[src/rtl/mfsc_pkg.sv]
// Shared defaults, state encoding and counter sizing for the MFSC sender.
package mfsc_pkg;

  localparam int DATA_W_DEF     = 16;
  localparam int N_SAMPLES_DEF  = 1280;
  localparam int FIFO_DEPTH_DEF = 16;

  // Sample counters must be able to hold N_SAMPLES itself.
  function automatic int cnt_w(input int n);
    return $clog2(n + 1);
  endfunction

  localparam int CNT_W_DEF = cnt_w(N_SAMPLES_DEF);

  typedef enum logic [1:0] {
    IDLE   = 2'd0,
    STREAM = 2'd1,
    HOLD   = 2'd2
  } state_t;

endpackage

[src/rtl/sync_fifo.sv]
// Single-clock FIFO; head is shown combinationally, zero when empty.
module sync_fifo #(
  parameter int WIDTH = 16,
  parameter int DEPTH = 16
) (
  input  logic             clk,
  input  logic             reset,
  input  logic             wr_en,
  input  logic [WIDTH-1:0] wr_data,
  input  logic             rd_en,
  output logic [WIDTH-1:0] rd_data,
  output logic             full,
  output logic             empty
);

  localparam int AW = $clog2(DEPTH);

  logic [WIDTH-1:0] mem [DEPTH];
  logic [AW:0]      wr_ptr;
  logic [AW:0]      rd_ptr;
  logic             do_wr;
  logic             do_rd;

  assign do_wr = wr_en && !full;
  assign do_rd = rd_en && !empty;

  // Extra pointer bit tells full from empty.
  assign empty = (wr_ptr == rd_ptr);
  assign full  = (wr_ptr[AW] != rd_ptr[AW]) &&
                 (wr_ptr[AW-1:0] == rd_ptr[AW-1:0]);

  assign rd_data = empty ? '0 : mem[rd_ptr[AW-1:0]];

  always_ff @(posedge clk) begin
    if (reset) begin
      wr_ptr <= '0;
      rd_ptr <= '0;
    end else begin
      if (do_wr) wr_ptr <= wr_ptr + 1'b1;
      if (do_rd) rd_ptr <= rd_ptr + 1'b1;
    end
  end

  always_ff @(posedge clk) begin
    if (do_wr) mem[wr_ptr[AW-1:0]] <= wr_data;
  end

endmodule

[src/rtl/mfsc_feature_sender.sv]
// Streams one MFSC feature map to the ShuffleNet memory controller.
// Define MFSC_SEND_CLAMP_EN to write negative samples as zero.
module mfsc_feature_sender
  import mfsc_pkg::*;
#(
  parameter int DATA_W     = DATA_W_DEF,
  parameter int N_SAMPLES  = N_SAMPLES_DEF,
  parameter int FIFO_DEPTH = FIFO_DEPTH_DEF
) (
  input  logic              clk,
  input  logic              reset,
  input  logic              in_valid,
  input  logic [DATA_W-1:0] in_data,
  output logic              in_ready,
  output logic              log10_result_Rready,
  output logic [DATA_W-1:0] log10_result,
  input  logic              log10_result_Wready,
  input  logic              shuffleNet_Result_Ready,
  output logic              map_done,
  output logic              busy
);

  localparam int CNT_W = cnt_w(N_SAMPLES);
  localparam logic [CNT_W-1:0] LAST = CNT_W'(N_SAMPLES);

  state_t            state;
  state_t            state_nxt;
  logic [CNT_W-1:0]  acc_cnt;
  logic [CNT_W-1:0]  sent_cnt;
  logic              full;
  logic              empty;
  logic              wr_en;
  logic              rd_en;
  logic              last_xfer;
  logic              hold_exit;
  logic [DATA_W-1:0] wr_data;

`ifdef MFSC_SEND_CLAMP_EN
  assign wr_data = in_data[DATA_W-1] ? '0 : in_data;
`else
  assign wr_data = in_data;
`endif

  // Stop accepting once a whole map is in, until HOLD is released.
  assign in_ready = !full && (state != HOLD) && (acc_cnt < LAST);
  assign wr_en    = in_valid && in_ready;

  assign log10_result_Rready = (state == STREAM) && !empty;
  assign rd_en     = log10_result_Rready && log10_result_Wready;
  assign last_xfer = rd_en && (sent_cnt == LAST - 1'b1);
  assign hold_exit = (state == HOLD) && shuffleNet_Result_Ready;
  assign busy      = (state != IDLE);

  sync_fifo #(
    .WIDTH (DATA_W),
    .DEPTH (FIFO_DEPTH)
  ) u_fifo (
    .clk     (clk),
    .reset   (reset),
    .wr_en   (wr_en),
    .wr_data (wr_data),
    .rd_en   (rd_en),
    .rd_data (log10_result),
    .full    (full),
    .empty   (empty)
  );

  always_comb begin
    state_nxt = state;
    unique case (state)
      IDLE:    if (in_valid) state_nxt = STREAM;
      STREAM:  if (last_xfer) state_nxt = HOLD;
      HOLD:    if (shuffleNet_Result_Ready) state_nxt = IDLE;
      default: state_nxt = IDLE;
    endcase
  end

  always_ff @(posedge clk) begin
    if (reset) begin
      state    <= IDLE;
      acc_cnt  <= '0;
      sent_cnt <= '0;
      map_done <= 1'b0;
    end else begin
      state    <= state_nxt;
      map_done <= last_xfer;
      if (hold_exit) begin
        acc_cnt  <= '0;
        sent_cnt <= '0;
      end else begin
        if (wr_en) acc_cnt  <= acc_cnt + 1'b1;
        if (rd_en) sent_cnt <= sent_cnt + 1'b1;
      end
    end
  end

endmodule

[config.mk]
export PLATFORM = sky130hd
export DESIGN_NAME = mfsc_feature_sender
export DESIGN_NICKNAME = d
export VERILOG_FILES = /design/src/rtl/mfsc_pkg.sv /design/src/rtl/sync_fifo.sv /design/src/rtl/mfsc_feature_sender.sv
export SDC_FILE = /design/constraint.sdc
export NUM_CORES = 1
export LEC_CHECK = 0
export CAP_MARGIN = 20
export CORE_MARGIN = 2
export CORE_UTILIZATION = 55
export DETAILED_ROUTE_END_ITERATION = 7
export PLACE_DENSITY_LB_ADDON = 0.3
export SLEW_MARGIN = 20
export SYNTH_ARGS = -nofsm -noshare
export SYNTH_HDL_FRONTEND = slang
export SYNTH_HIERARCHICAL = 1
export SYNTH_SLANG_ARGS = --single-unit
[constraint.sdc]
create_clock -name clk -period 3.6 [get_ports clk]
set_clock_uncertainty 0.15 [all_clocks]
set_input_delay 0.72 -clock clk [delete_from_list [all_inputs] [get_ports clk]]
set_output_delay 0.72 -clock clk [all_outputs]
set_load 0.02 [all_outputs]
== Word level (Yosys, flattened, before mapping) ==
Memory sizes are Yosys's and may differ from the RTL's. A register that Yosys moved wholly into a read port is not among the register bits.
Index checks and enable logic that the tools add are counted.

* Memories: 1
* Input port bits: 21
* Word-level logic and storage cells: 47
* Memory bits (writable): 256
* Flip-flop bits (word level): 35
* Output and inout bits: 20

{| class="wikitable"
|+ Memory list
! memory !! words !! width !! read ports !! clocked after Yosys merged registers in !! write ports !! line !! text
|-
| u_fifo.mem || 16 || 16 || 1 || 1 || 1 || sync_fifo.sv:18 || <nowiki>logic [WIDTH-1:0] mem [DEPTH];</nowiki>
|}

* Order comparisons: 1
* Multiplexer cells: 9
* Equal/unequal tests: 10
* Reduce and logical (&&, ||, !) cells: 16
* $add $sub $neg: 4

{| class="wikitable"
|+ Operator list
! operator !! number
|-
| $add A11 B1 Y11 const B || 2
|-
| $mux W16 || 1
|-
| $eq A11 B11 Y1 const B || 1
|-
| $lt A11 B11 Y1 const B || 1
|-
| $add A5 B1 Y5 const B || 2
|-
| $logic_and A1 B1 Y1 || 10
|-
| $mux W4 || 2
|-
| $ne A2 B2 Y1 const B || 4
|-
| $mux W2 || 3
|-
| $pmux W2 S3 || 1
|-
| $eq A5 B5 Y1 || 1
|-
| $eq A4 B4 Y1 || 1
|-
| $reduce_and A3 Y1 || 1
|-
| $eq A2 B1 Y1 const B || 1
|-
| $eq A2 B2 Y1 const B || 1
|-
| $logic_not A1 Y1 || 2
|-
| $logic_not A2 Y1 || 1
|-
| $mux W1 || 2
|-
| $reduce_bool A2 Y1 || 1
|-
| $reduce_or A2 Y1 || 1
|-
| $ne A1 B1 Y1 || 1
|}

== Logic depth before layout (Yosys ltp) ==
* Word-level depth: 9
* Gate-level depth with buffers: 10
* Mapped depth without buffers: 9

== Cells and area by module ==
The synthesis kept the hierarchy.

{| class="wikitable"
|+ Modules (own cells, without submodules)
! module !! instances !! area an instance (sq um) !! cells an instance !! sequential area each (sq um)
|-
| sync_fifo || 1 || 10,520.1 || 500 || 7,967.6
|-
| mfsc_feature_sender || 1 || 1,184.9 || 130 || 500.5
|}

== Worst setup path after synthesis ==
No wires, ideal clock.

* Path type: reg-to-reg
* Start: register u_fifo.rd_ptr[4]
* End: memory u_fifo.mem[3][0], enable pin
* Stages on the path, launching flop included: 9
* Required time: 3.076 ns
* Setup slack: 0.622 ns
* Arrival time: 2.455 ns
* Setup time: 0.374 ns
* Period minus slack after synthesis: 2.978 ns
* Cells stage by stage: dfxtp_1 > xnor2_1 > nor2_1 > and2b_1 > nand3_1 > inv_1 > a21boi_4 > buf_6 > and3_1

* Longest elaborated chain between the ends: 9

{| class="wikitable"
|+ Ends and longest elaborated chain
! what !! line !! text
|-
| start, declared || sync_fifo.sv:20 || <nowiki>logic [AW:0] rd_ptr;</nowiki>
|-
| start signal, assigned || sync_fifo.sv:40 || <nowiki>if (do_rd) rd_ptr <= rd_ptr + 1'b1;</nowiki>
|-
| $ne A1 B1 Y1 || sync_fifo.sv:29 || <nowiki>assign full = (wr_ptr[AW] != rd_ptr[AW]) &&</nowiki>
|-
| $logic_and A1 B1 Y1 || sync_fifo.sv:29 ||
|-
| net full || mfsc_feature_sender.sv:30 || <nowiki>logic full;</nowiki>
|-
| $logic_not A1 Y1 || mfsc_feature_sender.sv:45 || <nowiki>assign in_ready = !full && (state != HOLD) && (acc_cnt < LAST);</nowiki>
|-
| $logic_and A1 B1 Y1 (2 in a row) || mfsc_feature_sender.sv:45 ||
|-
| $logic_and A1 B1 Y1 || mfsc_feature_sender.sv:46 || <nowiki>assign wr_en = in_valid && in_ready;</nowiki>
|-
| net wr_en || mfsc_feature_sender.sv:32 || <nowiki>logic wr_en;</nowiki>
|-
| $logic_and A1 B1 Y1 || sync_fifo.sv:24 || <nowiki>assign do_wr = wr_en && !full;</nowiki>
|-
| $mux W1 || sync_fifo.sv:45 || <nowiki>if (do_wr) mem[wr_ptr[AW-1:0]] <= wr_data;</nowiki>
|-
| $mux W1 (implied by the code) || sync_fifo.sv:45 ||
|-
| end, declared || sync_fifo.sv:18 ||
|}

The timed path passes the listed nets, and every way through them passes these cells.

==> impl_metrics.csv <==
group,metric,value,unit
placement,dpl.cell_count,935,
clocking,hold_buffers,0,
critical_path,start_kind,"flip-flop",
critical_path,crit_required,2.73,ns
logic_synthesis,postSynth.asyncResetShare,0,%
logic_synthesis,syn-cell-area,11700,um2
clocking,cts_inserted_buffers,29,
clocking,clkLatencyLatePin,0.53,ns
routing,drc,0,
cells_and_area,final_cell_area,13480,um2
critical_path,reg2reg_from,"u_fifo/rd_ptr[4]$_SDFFE_PP0P_",
floorplanning,die_x,149.9,um
clocking,clkTransAtPathRegs,0.06,ns
global_routing,met2_usage,36.53,%
floorplanning,num_io_pins,41,
critical_path,r2r_cells,7,
logic_synthesis,synth_cells,630,
logic_synthesis,yosys_warnings,6,
routing,drt-vias-per-instance,6.177,
logic_synthesis,netlist_top_cells_count,"edfxtp_1 (256), mux4_2 (64), dfxtp_1 (39), o22ai_1 (32), nor2_1 (26)",
logic_synthesis,postSynthNetCount,658,
critical_path,cp_data_arrival_time,2.63,ns
clocking,cts_buffer_depth,3,
global_routing,overflow,0,
hold_path,min_from,"acc_cnt[10]$_SDFFE_PP0P_",
cells_and_area,syn_to_final_growth,15.19,%
critical_path,endpoint_kind,"primary output",
logic_synthesis,synthTopCellsByArea,"edfxtp_1 (66%), mux4_2 (12%), dfxtp_1 (6.7%)",
routing,drt-total-wl,23430,um
timing,final-setup-viol-count,0,
status,status,"completed",
clocking,cts_tree,"done",
timing,maxSlewHeadroom,53.87,%
timing,hold_ws,0.3332,ns
placement,post_dp_cell_area,12470,um2
pwr,p_per_area,513.6,nW/um2
cells_and_area,antenna_cells,0,
global_routing,global_route.usage.met3,3.841,%
logic_synthesis,ys_types,52,
floorplanning,initial_core_util,55.86,%
global_routing,grt_pass1_vias,6249,
clocking,cts.sinks,295,
cells_and_area,fin_util,64.34,%
timing,timing.final.hold_violations,0,
cells_and_area,layout.nets,722,
hold_path,min_path_cells,2,
global_routing,top_usage_layer,"met2",
cells_and_area,drive_gt1_share,22.41,%
logic_synthesis,ys_seq_elements,295,
logic_synthesis,ys_seq_area_share,72.35,%
routing,ant_nets,0,
logic_synthesis,synthFlopType,"edfxtp_1",
critical_path,r2r_end,"u_fifo/mem[10][14]$_DFFE_PP_",
global_routing,grt_usage,21.32,%
critical_path,crit_fanout,16,
timing,max_freq,0.2853,GHz
cells_and_area,final_cells,989,
hold_path,hp-class,"reg2reg",
pwr,total_leakage_power,4.333,nW
logic_synthesis,synth_top_area_share,65.68,%
logic_synthesis,synth_most_common_cell,"edfxtp_1",
global_routing,met1_usage,28.18,%
critical_path,reg2reg_slack,0.22,ns
timing,fin_ws,0.09514,ns
logic_synthesis,synth_edf_count,256,
floorplanning,dieHeight,149.9,um
routing,wire_per_inst,23.69,um
timing,grt_setup_unrepaired,"true",
hold_path,min_to,"acc_cnt[10]$_SDFFE_PP0P_",
clocking,post_cts_buffers,0,
routing,dr.first_iter.drc_count,404,
timing,post-route-period-util,97.36,%
timing,worst_pin_slew,0.6897,ns
clocking,clockRootBuffer,"clkbuf_16",
routing,drtPass1Iterations,5,
placement,io_buffers,40,
run,maxCapViolations,0,
global_routing,grt_max_degree,35,
logic_synthesis,synth.avg_cell_area,18.58,um2
clocking,cts_max_level,1,
global_routing,grt_pass1_wl,35750,um
placement,pre_cts_ws,0.2246,ns
pwr,peakVddDrop,0.3574,mV
critical_path,critical_path_class,"reg2out",
logic_synthesis,yosysTopAreaCell,"edfxtp_1",
floorplanning,rows,53,
placement,gp_congestion,0.8181,
floorplanning,dieArea,22460,um2
floorplanning,core,20960,um2
routing,vias,6109,
cells_and_area,fillers,1425,
timing,drv_slew,0,
global_routing,antenna_found_initial,0,
timing,fin_crit,3.505,ns
placement,dp_hpwl,14410,um
==> stage by stage <==
stage,power [mW],TNS [ns]
detailed placement,4.228,0
global placement,4.214,0
floorplan,4.042,0
finish,6.925,0
global route,7.135,-2.151
CTS,6.987,0
==> area by class of cell <==
| class | instances | area (um2) | share of cell area (%) |
|---|---|---|---|
| clock inverters | 9 | 70.07 | 0.5197 |
| inverters | 12 | 45.04 | 0.3341 |
| well taps | 275 | 344.1 | 2.552 |
| multi-input cells | 293 | 3048 | 22.61 |
| clock buffers | 42 | 804.5 | 5.967 |
| repair buffers | 63 | 695.7 | 5.160 |
| flip-flops and latches | 295 | 8476 | 62.86 |
==> metal layers <==
metal  part of all wire, %  vias to the layer above
met3                   5.5                       46
met5                     0                        -
met2                    51                      220
met1                    40                     3143
li1                      -                     2700
met4                   2.8                        0
==> worst max-delay path by stage <==
stage / endpoint / slack [ns]
2_1_floorplan: u_fifo/mem[3][0]$_DFFE_PP_ / 0.62
3_3_place_gp: u_fifo/mem[11][7]$_DFFE_PP_ / 0.29
3_5_place_dp: u_fifo/mem[10][9]$_DFFE_PP_ / 0.22
4_1_cts: log10_result[6] / 0.003
5_1_grt: log10_result[12] / -0.08
6_report: log10_result[0] / 0.1
==> sequential cells by signal, summed over array words and instances (netlist names), named ones only <==
name	flops
u_fifo/mem	256
acc_cnt	11
sent_cnt	11
u_fifo/rd_ptr	5
u_fifo/wr_ptr	5
state	2
map_done	1
==> cells in the final DEF (no fill, tap or decap), drive strengths merged, types with 2 or more instances in the layout <==
master         netlist  routed
a211oi               3       3
a21boi               2       2
a21oi               15      15
a311o                4       4
and2b                2       2
and3                14      14
and4                 8       8
buf                 22      20
bufbuf               0       2
clkbuf               8      43
clkdlybuf4s50        0      33
clkinv               2       8
clkinvlp             0       2
dfxtp               39      39
dlymetal6s2s         0       7
edfxtp             256     256
ha                   7       7
inv                 10      10
mux2                 6       6
mux2i                3       3
mux4                64      64
nand2               13      13
nand2b               4       4
nand3                8       8
nand4               11      11
nor2                26      26
nor2b                4       4
nor3                19      19
o21ai                9       9
o22ai               32      32
or2                  2       2
or3                  8       8
xnor2               11      11
xor2                 7       7
==> critical path, stage by stage, from the launching register on <==
cell	delay, ns
dfxtp_2	0.43
buf_12	0.22
mux4_2	0.53
o22ai_1	0.26
nor3_1	0.10
clkdlybuf4s50_1	0.56
==> report_power, final <==
| part | switching, mW | total (mW) | internal, mW | leakage (nW) |
|---|---|---|---|---|
| registers | 0.0178 | 3.77 | 3.76 | 2.63 |
| logic | 0.227 | 0.380 | 0.153 | 1.28 |
| clock network | 1.16 | 2.77 | 1.61 | 0.419 |
==> cell families (layout without fill, tap and decap cells) <==
family | Yosys count | after routing | share of synthesized area, %
flip-flops | 295 | 295 | 72.35
AND/OR/NAND/NOR | 125 | 125 | 6.446
multiplexers | 73 | 73 | 13.15
AO/OA/AOI/OAI | 70 | 70 | 4.073
buffers and inverters | 42 | 126 | 1.828
XOR/XNOR | 18 | 18 | 1.411
adder cells (fa/ha/maj) | 7 | 7 | 0.7482
==> timing repair <==
item / CTS / global route
resized for setup: 3 / 11
setup endpoints to repair: 9 / 83
gates cloned: 2 / 1
No activity file was read; power rests on OpenSTA's default activity.
